===== src/rtl/music_pkg.sv =====
// Shared types and defaults for the music fader slice.
// Envelope state encoding, default widths/timing, and a prescaler
// width helper that stays valid when the step period is a single clock.
package music_pkg;

  typedef enum logic [1:0] {
    IDLE    = 2'd0,
    ATTACK  = 2'd1,
    SUSTAIN = 2'd2,
    RELEASE = 2'd3
  } fade_state_t;

  localparam int LEVEL_W_DEF  = 4;
  localparam int STEP_CYC_DEF = 4096;

  // Counter width able to hold 0..step_cyc-1; never narrower than one bit.
  function automatic int presc_width(input int step_cyc);
    return (step_cyc > 1) ? $clog2(step_cyc) : 1;
  endfunction

endpackage


===== src/rtl/music_pwm.sv =====
// PWM volume gate for the fader.
// A free-running LEVEL_W-bit counter is compared against the envelope
// level; the square wave is gated by that compare and registered, so
// the speaker output lags tone_in by exactly one clock.
module music_pwm #(
  parameter int LEVEL_W = 4
) (
  input  logic               clk,
  input  logic               reset,
  input  logic               i_tone,
  input  logic [LEVEL_W-1:0] i_level,
  output logic               o_spk
);

  logic [LEVEL_W-1:0] r_pwm_cnt;
  logic               r_spk;
  logic               w_gate;

  // Level 0 never opens the gate; the top level leaves one slot closed.
  assign w_gate = (r_pwm_cnt < i_level);

  // Free-running PWM counter and registered gated speaker output.
  always_ff @(posedge clk) begin
    if (reset) begin
      r_pwm_cnt <= '0;
      r_spk     <= 1'b0;
    end else begin
      r_pwm_cnt <= r_pwm_cnt + 1'b1;
      r_spk     <= i_tone & w_gate;
    end
  end

  assign o_spk = r_spk;

endmodule


===== src/rtl/music_fader.sv =====
// Attack/sustain/release volume envelope between the melody player and
// the speaker pin. Drives the player's enable (mflug_out) and holds it
// through the release tail so notes fade instead of cutting off.
// Optional build macro: MUSIC_FADER_VOLCAP_EN adds a 'vol' input that
// caps the envelope level; without it the cap is all ones.
// state_dbg mirrors the envelope state register for observation.
module music_fader
  import music_pkg::*;
#(
  parameter int LEVEL_W  = LEVEL_W_DEF,
  parameter int STEP_CYC = STEP_CYC_DEF
) (
  input  logic               clk,
  input  logic               reset,
  input  logic               play,
  input  logic               tone_in,
`ifdef MUSIC_FADER_VOLCAP_EN
  input  logic [LEVEL_W-1:0] vol,
`endif
  output logic               mflug_out,
  output logic               spk,
  output logic [LEVEL_W-1:0] level,
  output logic               busy,
  output fade_state_t        state_dbg
);

  localparam int                PRESC_W    = presc_width(STEP_CYC);
  localparam logic [PRESC_W-1:0] PRESC_LAST = PRESC_W'(STEP_CYC - 1);

  fade_state_t        r_state;
  logic [LEVEL_W-1:0] r_level;
  logic               r_busy;
  logic [PRESC_W-1:0] r_presc;

  logic               w_step;
  logic [LEVEL_W-1:0] w_cap;
  logic [LEVEL_W-1:0] w_level_inc;
  logic [LEVEL_W-1:0] w_level_dec;

`ifdef MUSIC_FADER_VOLCAP_EN
  assign w_cap = vol;
`else
  assign w_cap = '1;
`endif

  // The increment is only used while r_level < w_cap and the decrement
  // only while r_level > 0, so neither can wrap.
  assign w_level_inc = r_level + 1'b1;
  assign w_level_dec = r_level - 1'b1;
  assign w_step      = (r_presc == PRESC_LAST);

  // Envelope step prescaler: parked at 0 while idle so every attack
  // from idle gets a full first step period.
  always_ff @(posedge clk) begin
    if (reset) begin
      r_presc <= '0;
    end else if (r_state == IDLE) begin
      r_presc <= '0;
    end else if (w_step) begin
      r_presc <= '0;
    end else begin
      r_presc <= r_presc + 1'b1;
    end
  end

  // Envelope FSM: level ramps one step per prescaler period; busy is the
  // registered (state != IDLE), so enable drops one clock after the
  // release tail reaches level 0.
  always_ff @(posedge clk) begin
    if (reset) begin
      r_state <= IDLE;
      r_level <= '0;
      r_busy  <= 1'b0;
    end else begin
      r_busy <= (r_state != IDLE);
      case (r_state)
        IDLE: begin
          r_level <= '0;
          if (play) begin
            r_state <= ATTACK;
          end
        end
        ATTACK: begin
          if (!play) begin
            r_state <= RELEASE;
          end else if (r_level >= w_cap) begin
            // Already at or above the cap (cap of 0, or re-trigger above
            // a lowered cap): sustain takes care of any ramp down.
            r_state <= SUSTAIN;
          end else if (w_step) begin
            r_level <= w_level_inc;
            if (w_level_inc == w_cap) begin
              r_state <= SUSTAIN;
            end
          end
        end
        SUSTAIN: begin
          if (!play) begin
            r_state <= RELEASE;
          end else if (w_step && (r_level > w_cap)) begin
            r_level <= w_level_dec;
          end
        end
        RELEASE: begin
          if (play) begin
            // Re-trigger resumes the attack from the current level.
            r_state <= ATTACK;
          end else if (r_level == '0) begin
            r_state <= IDLE;
          end else if (w_step) begin
            r_level <= w_level_dec;
            if (w_level_dec == '0) begin
              r_state <= IDLE;
            end
          end
        end
        default: begin
          r_state <= IDLE;
          r_level <= '0;
        end
      endcase
    end
  end

  music_pwm #(
    .LEVEL_W (LEVEL_W)
  ) u_pwm (
    .clk     (clk),
    .reset   (reset),
    .i_tone  (tone_in),
    .i_level (r_level),
    .o_spk   (spk)
  );

  assign mflug_out = r_busy;
  assign busy      = r_busy;
  assign level     = r_level;
  assign state_dbg = r_state;

endmodule


===== config.mk =====
export PLATFORM = sky130hd
export DESIGN_NAME = music_fader
export DESIGN_NICKNAME = d
export VERILOG_FILES = /design/src/rtl/music_pkg.sv /design/src/rtl/music_pwm.sv /design/src/rtl/music_fader.sv
export SDC_FILE = /design/constraint.sdc
export NUM_CORES = 1
export LEC_CHECK = 0
export ABC_AREA = 1
export CAP_MARGIN = 25
export CORE_ASPECT_RATIO = 0.6
export CORE_MARGIN = 3
export CORE_UTILIZATION = 35
export DETAILED_ROUTE_END_ITERATION = 7
export SLEW_MARGIN = 40
export SYNTH_ARGS = -nofsm -noshare
export SYNTH_HDL_FRONTEND = slang
export SYNTH_SLANG_ARGS = --single-unit

===== constraint.sdc =====
create_clock -name clk -period 1.85 [get_ports clk]
set_input_delay 0.555 -clock clk [delete_from_list [all_inputs] [get_ports clk]]
set_output_delay 0.555 -clock clk [all_outputs]
set_load 0.02 [all_outputs]

==> summary.md, run 1 <==
| Metric | Value |
|---|---|
| Outcome | `finished clean` |
| Global Route Usage Sum | `12.52%` |
| I/O pins | `13` |
| LEAKAGE | `0.7621 nW` |
| Die height | `55.43 um` |
| Syn Area/Cell | `7.234 um^2` |
| Kind of critical path | `register to output pin` |
| WP data required | `1.29 ns` |
| GRT overflow | `0` |
| Sw Ratio | `42.64%` |
| PwrDens | `1277 nW/um^2` |
| Synth top area share | `33.71%` |
| RSZ-0062 raised after global routing | `false` |
| Crit path max fanout | `2` |
| HP Class | `register to register` |
| Worst skew pair latency | `0.27 ns` |
| Initial antenna violation count | `0` |
| CP max stage delay | `0.62 ns` |
| Max-cap viol count | `0` |
| Vias in the first global route | `1097` |
| Max Clock Skew | `0.006285 ns` |
| Combinational family with the most area after synthesis | `simple AND/OR/NAND/NOR gates` |
| Asr flop ratio synth | `0%` |
| Synth Area in Simple Gates | `36.00%` |
| Worst vdd ir | `0.0006774 V` |
| Fin worst setup slack | `0.04728 ns` |
| Core region area | `3786 um^2` |
| CTS Buf Count | `3` |
| Design Power | `0.002176 W` |
| I/O Buffers | `12` |
| Post-synth EDFFs | `0` |
| CTS Buffer Depth | `2` |
| Comb power frac | `53.1%` |
| Most common cell in the netlist | `nand2_1` |
| Buf/Inv on CP | `1` |
| Fin crit period | `1.803 ns` |
| NetSw | `0.0009280 W` |
| Fin crit share | `97.44%` |
| Synthesized Nets | `214` |
| HPWL Detailed | `2238 um` |
| Root Driver | `clkbuf_8` |
| Largest net degree at the start of global routing | `14` |
| Vias/cell | `4.402` |
| Startpoint types | `register` |
| Number of fill cells | `393` |
| Power Internal | `0.001248 W` |
| Worst-path clk slew | `0.09 ns` |
| Htree depth | `1` |
| RD Place Congestion | `0.7981` |
| Drt total wl | `2810 um` |
| Setup crit end kind | `output pin` |
| Design area | `1704 um^2` |
| Worst-margin pin slew | `0.2421 ns` |
| Syn. warnings | `0` |
| Clk pwr share | `16.7%` |
| Unique masters post-synth | `28` |
| Seq/Total Area, Yosys | `33.71%` |
| Post-synthesis cell count | `197` |
| Avg WL per Cell | `10.56 um` |
| XOR/XNOR share of the synthesized area | `4.302%` |
| # setup viols final | `0` |
| Worst hold slack | `0.4692 ns` |
| Max_slew headroom | `83.80%` |
| Die W | `88.38 um` |
| Critical Path, Cell by Cell | `clkdlybuf4s50_1` |
| Starting Density | `37.64%` |
| Sink Count | `24` |
| First-pass GRT wire length | `4899 um` |
| Ant. Diodes | `0` |
| Arrival @ worst endpoint | `1.25 ns` |
| Layout Nets | `237` |
| Placement Setup Slack | `-0.02766 ns` |
| Seq cells post-synth | `24` |
| Primary FF master, synth | `dfxtp_1` |
| Area leader, netlist | `dfxtp_1` |
| DR DRC count | `0` |
| Mux contribution to synthesized area | `0%` |
| Synth cell count leaders | `nand2_1 (37), nor2_1 (36), dfxtp_1 (24)` |
| Drt first-iter violations | `29` |
| Sequential Power Share | `30.2%` |
| Antenna viol nets, final | `0` |
| Vias | `1171` |
| Drt first pass iters | `4` |
| Synthesized area | `1425 um^2` |
| Crit-path slowest cell | `clkdlybuf4s50_1` |
| Slew Limit Fails | `0` |
| Final hold violations | `0` |
| CTS tree | `done` |
| Delay-heaviest family, CP | `buffers and inverters` |
| Area post-placement | `1652 um^2` |
| F_max | `554.7 MHz` |
| Core Rows | `17` |
| Compound-Gate Fraction of Synth Area | `6.058%` |
| Fraction of layout cells with a size suffix above 1 | `14.61%` |
| Synth area leaders | `dfxtp_1 (34%), ha_1 (11%), nand2_1 (9.7%)` |
| Synth Area in Adders | `11.41%` |
| Die ar. | `4898 um^2` |
| Final core occ | `45.01%` |
| Layout area overhead | `19.58%` |
placed cells by master (no fill, tap or decap), types with 5 or more instances in the layout:
cell and instances:
nand2_1 37, nor2_1 36, dfxtp_1 24, inv_1 23
nand3_1 15, ha_1 13, buf_4 9, nand2_2 7
clkdlybuf4s50_1 7, o21ai_0 5, a21oi_1 5
cells by family after synthesis:
family                   after synthesis
adder cells (fa/ha/maj)               13
AND/OR/NAND/NOR                      108
AO/OA/AOI/OAI                         15
flip-flops                            24
XOR/XNOR                               7
buffers and inverters                 30
layout make-up:
cell class | instances | area (um^2) | area share, %
well taps | 47 | 58.81 | 3.451
inverters | 27 | 101.3 | 5.947
repair buffers | 21 | 185.2 | 10.87
multi-input cells | 143 | 823.3 | 48.31
flip-flops and latches | 24 | 480.5 | 28.19
clock buffers | 4 | 55.05 | 3.231
worst reg2reg max path, cell delays in order, from the launching register on:
cell and delay, ns:
dfxtp_1 0.38, ha_1 0.19, nand2_2 0.08, nor2_4 0.14
nand2_2 0.10, nor2_4 0.13, nand2_1 0.08, nand2_2 0.09
nand2_4 0.07, nor2_8 0.12, nand2_1 0.07, nand2_1 0.06
nor2_1 0.03
routing by layer:
| layer | share of wire [%] | GRT usage [%] |
|---|---|---|
| met5 | 0 | 0 |
| met4 | 0.78 | 2.586 |
| met2 | 38 | 17.04 |
| met1 | 58 | 19.24 |
| met3 | 3.2 | 3.577 |
power groups by stage:
stage                     Combinational (W)  Sequential [W]  Clock, W
after floorplan                    0.000756        0.000735         0
after global placement              0.00117        0.000673         0
after detailed placement            0.00118        0.000675         0
after CTS                           0.00116        0.000662  0.000381
after global routing                0.00130        0.000674  0.000405
final                               0.00116        0.000658  0.000363
what timing repair did:
action,4_1_cts,5_1_grt
gates resized for setup,4,1
setup endpoints to repair,4,1
hold buffers,0,0
hold endpoints to repair,0,0
buffers inserted,0,0
registers in the layout (all words and copies together), names as in the netlist:
name and count:
busy 1, level 4, r_presc 12, state_dbg 2
u_pwm.o_spk 1, u_pwm.r_pwm_cnt 4
through the flow:
stage | setup TNS (ns) | instances
2_1_floorplan | 0 | 197
3_3_place_gp | 0 | 262
3_5_place_dp | -0.04968 | 262
4_1_cts | 0 | 266
5_1_grt | 0 | 266
6_report | 0 | 266
path summary, 6_finish.rpt:
kind,start,cells past startpoint,endpoint,slack [ns]
max,level[3],1,level[3],0.05
max reg2reg,r_presc[0],12,level[0],0.21
min reg2reg,r_presc[10],2,r_presc[10],0.47
min,r_presc[10],2,r_presc[10],0.47
No activity file was read; power rests on OpenSTA's default activity.
==> run 2, diff against run 1 <==
SYNTH_HIERARCHICAL = 1   (was unset)
==> run 2 against run 1 <==
  * Sequential share of layout area grew 0.72 points
  * Register-to-register slack is essentially flat
  * Clock skew shrank 0.0035 ns
  * Setup slack gained 0.042 ns
  * Wire length grew 1.4%
  * Critical path type unchanged
  * Largest cell class unchanged
  * Largest power group unchanged
==> summary.md, run 2 <==
| Metric | Value |
|---|---|
| Antenna viol nets, final | `0 (unchanged)` |
| PwrDens | `1121 nW/um^2 (-12%)` |
| Clk pwr share | `15.9% (-0.8 points)` |
| Synth top area share | `34.63% (+0.91 points)` |
| Synth cell count leaders | `nand2_1 (45), inv_1 (28), nor2_1 (26)` |
| Crit path max fanout | `2 (unchanged)` |
| Final hold violations | `0 (unchanged)` |
| Sink Count | `24 (unchanged)` |
| Kind of critical path | `register to output pin` |
| Sequential Power Share | `34.9% (+4.7 points)` |
| Die ar. | `4781 um^2 (-2.4%)` |
| RSZ-0062 raised after global routing | `true` |
| Worst R2R End | `level[0]` |
| Final core occ | `44.39% (-0.62 points)` |
| Post-Place Cells | `262 (unchanged)` |
| R2r setup slk | `0.21 ns (about the same)` |
| Worst-margin pin slew | `0.2830 ns (+0.04084 ns)` |
| Vias | `1190 (+1.6%)` |
| Power Internal | `0.001102 W (-12%)` |
| Largest net degree at the start of global routing | `13 (-1)` |
| CTS Buffer Depth | `2 (unchanged)` |
| Seq/Total Area, Yosys | `34.63% (+0.91 points)` |
| Startpoint types | `register` |
| Area leader, netlist | `dfxtp_1` |
| Sw Ratio | `40.87% (-1.8 points)` |
| HPWL Detailed | `2255 um (+0.78%)` |
| Hold-fix buffers, CTS | `0 (unchanged)` |
| Ant. Diodes | `0 (unchanged)` |
| F_max | `567.9 MHz (+2.4%)` |
| Post-synth EDFFs | `0 (unchanged)` |
| Synthesized area | `1388 um^2 (-2.6%)` |
| Slew Limit Fails | `0 (unchanged)` |
| Max_slew headroom | `81.07% (-2.7 points)` |
| Seq cells post-synth | `24 (unchanged)` |
| Core Rows | `17 (unchanged)` |
| Post-synthesis cell count | `197 (unchanged)` |
| Asr flop ratio synth | `0% (unchanged)` |
| Avg WL per Cell | `10.75 um (+1.7%)` |
| Worst vdd ir | `0.0005562 V (-18%)` |
| First-pass GRT wire length | `4788 um (-2.3%)` |
| Most common cell after layout, fill and taps aside | `nand2_1` |
| Comb power frac | `49.2% (-3.9 points)` |
| Synthesized Nets | `214 (unchanged)` |
| Fin crit share | `95.18% (-2.3 points)` |
| Reg with most FFs | `r_presc` |
| RR Startpoint | `state_dbg[1]` |
| Buf/Inv on CP | `1 (unchanged)` |
| Primary FF master, synth | `dfxtp_1` |
| RD Place Congestion | `0.8280 (+3.7%)` |
| I/O pins | `13 (unchanged)` |
| Max FFs per register | `12 (unchanged)` |
| Worst skew pair latency | `0.26 ns (about the same)` |
| Hold-critical path depth | `1 (-1)` |
| LEAKAGE | `0.7168 nW (-6.0%)` |
| Drt total wl | `2848 um (+1.4%)` |
| Core region area | `3744 um^2 (-1.1%)` |
| Placement Setup Slack | `-0.09481 ns (-0.06715 ns)` |
| Fin crit period | `1.761 ns (-0.04190 ns)` |
| Finished Layout Cells | `265 (-0.38%)` |
| Global Route Usage Sum | `12.98% (+0.46 points)` |
| Delay-heaviest family, CP | `buffers and inverters` |
| Setup TNS Final | `0 ns (unchanged)` |
| Outcome | `finished clean` |
| Most common cell in the netlist | `nand2_1` |
| Syn. warnings | `6 (+6)` |
| Root Driver | `clkbuf_8` |
| Synth area leaders | `dfxtp_1 (35%), nand2_1 (12%), ha_1 (12%)` |
| CP max stage delay | `0.61 ns (about the same)` |
| Max-cap viol count | `0 (unchanged)` |
| Worst hold start | `r_presc[0]` |
| Syn Area/Cell | `7.044 um^2 (-2.6%)` |
| Fin worst setup slack | `0.08918 ns (+0.04190 ns)` |
| I/O Buffers | `12 (unchanged)` |
| # setup viols final | `0 (unchanged)` |
| NetSw | `0.0007613 W (-18%)` |
| Vias/cell | `4.491 (+2.0%)` |
| Arrival @ worst endpoint | `1.21 ns (-0.04 ns)` |
| GRT overflow | `0 (unchanged)` |
| Setup crit end kind | `output pin` |
| Worst-path clk slew | `0.08 ns (about the same)` |
| Die W | `87.29 um (-1.2%)` |
| Most frequent cells in the layout | `nand2_1 (45), inv_1 (28), nor2_1 (26), dfxtp_1 (24), nand3_1 (14)` |
| CTS tree | `done` |
| Die height | `54.77 um (-1.2%)` |
| Initial antenna violation count | `0 (unchanged)` |
| Max Clock Skew | `0.002783 ns (-0.003501 ns)` |
| Layout area overhead | `19.75%` |
| Worst reg2reg path depth | `9 (-3)` |
| DR DRC count | `0 (unchanged)` |
| Drt first pass iters | `4 (unchanged)` |
| CTS Buf Count | `3 (unchanged)` |
| Starting Density | `37.07% (-0.57 points)` |
| Critical Path, Cell by Cell | `clkdlybuf4s50_1` |
| Unique masters post-synth | `27 (-3.6%)` |
| Crit-path slowest cell | `clkdlybuf4s50_1` |
| Htree depth | `1 (unchanged)` |
| Drt first-iter violations | `43 (+48%)` |
| Layout Nets | `237 (unchanged)` |
| Hold Path End | `r_presc[0]` |
| Setup repair bufs after CTS | `0 (unchanged)` |
| WP data required | `1.29 ns (about the same)` |
| Fraction of layout cells with a size suffix above 1 | `10.55% (-4.1 points)` |
| HP Class | `register to register` |
| Vias in the first global route | `1043 (-4.9%)` |
[run 2: cells by family (layout without fill, tap and decap cells)]
logic type,after synthesis,after routing,share of synthesized area [%]
AO/OA/AOI/OAI,24,24,9.739
XOR/XNOR,3,3,1.894
adder cells (fa/ha/maj),13,13,11.72
buffers and inverters,30,51,8.656
flip-flops,24,24,34.63
AND/OR/NAND/NOR,103,103,33.36
[run 2: worst max path at each step]
stage / cells after the start / startpoint / end / slack (ns)
6_report: 1 / level[2] / level[2] / 0.09
5_1_grt: 9 / state_dbg[1] / level[3] / -0.03
4_1_cts: 1 / state_dbg[1] / state_dbg[1] / 0.005
3_5_place_dp: 7 / play / level[0] / -0.09
3_3_place_gp: 7 / play / level[0] / -0.09
2_1_floorplan: 9 / state_dbg[1] / level[2] / 0.19
[run 2: cell type report]
type,instances,area (um^2)
Sequential cell,24,480.5
Timing Repair Buffer,20,178.9
Fill cell,389,2082
Inverter,28,105.1
Multi-Input combinational cell,143,797.0
Clock buffer,3,41.29
Tap cell,47,58.81
[run 2: power by group through the flow]
stage | clock [W] | combinational, W | sequential, W
final | 0.000296 | 0.000917 | 0.000650
after global routing | 0.000334 | 0.00105 | 0.000660
after CTS | 0.000308 | 0.000910 | 0.000649
after detailed placement | 0 | 0.000920 | 0.000660
after global placement | 0 | 0.000921 | 0.000664
after floorplan | 0 | 0.000551 | 0.000724
[run 2: layer usage]
metal	global-route usage (%)	vias to the layer above	wire length, um
met5	0	-	0
met4	2.296	0	8
met3	3.459	2	93
met2	17.38	20	1020
met1	20.21	502	1726
li1	-	666	-
[run 2: repair_timing]
item | CTS | global route
gates resized for setup | 3 | 3
endpoints found under the setup margin | 3 | 5
pin swaps | 0 | 0
[run 2: through the flow]
| step | cell area [um^2] | power [W] | hold WS (ns) |
|---|---|---|---|
| 6_report | 1662 | 0.001863 | 0.4597 |
| 4_1_cts | 1649 | 0.001866 | 0.4551 |
| 3_3_place_gp | 1612 | 0.001585 | 0.4319 |
| 2_1_floorplan | 1388 | 0.001274 | 0.4175 |
| 5_1_grt | 1662 | 0.002041 | 0.4604 |
| 3_5_place_dp | 1612 | 0.001580 | 0.4367 |
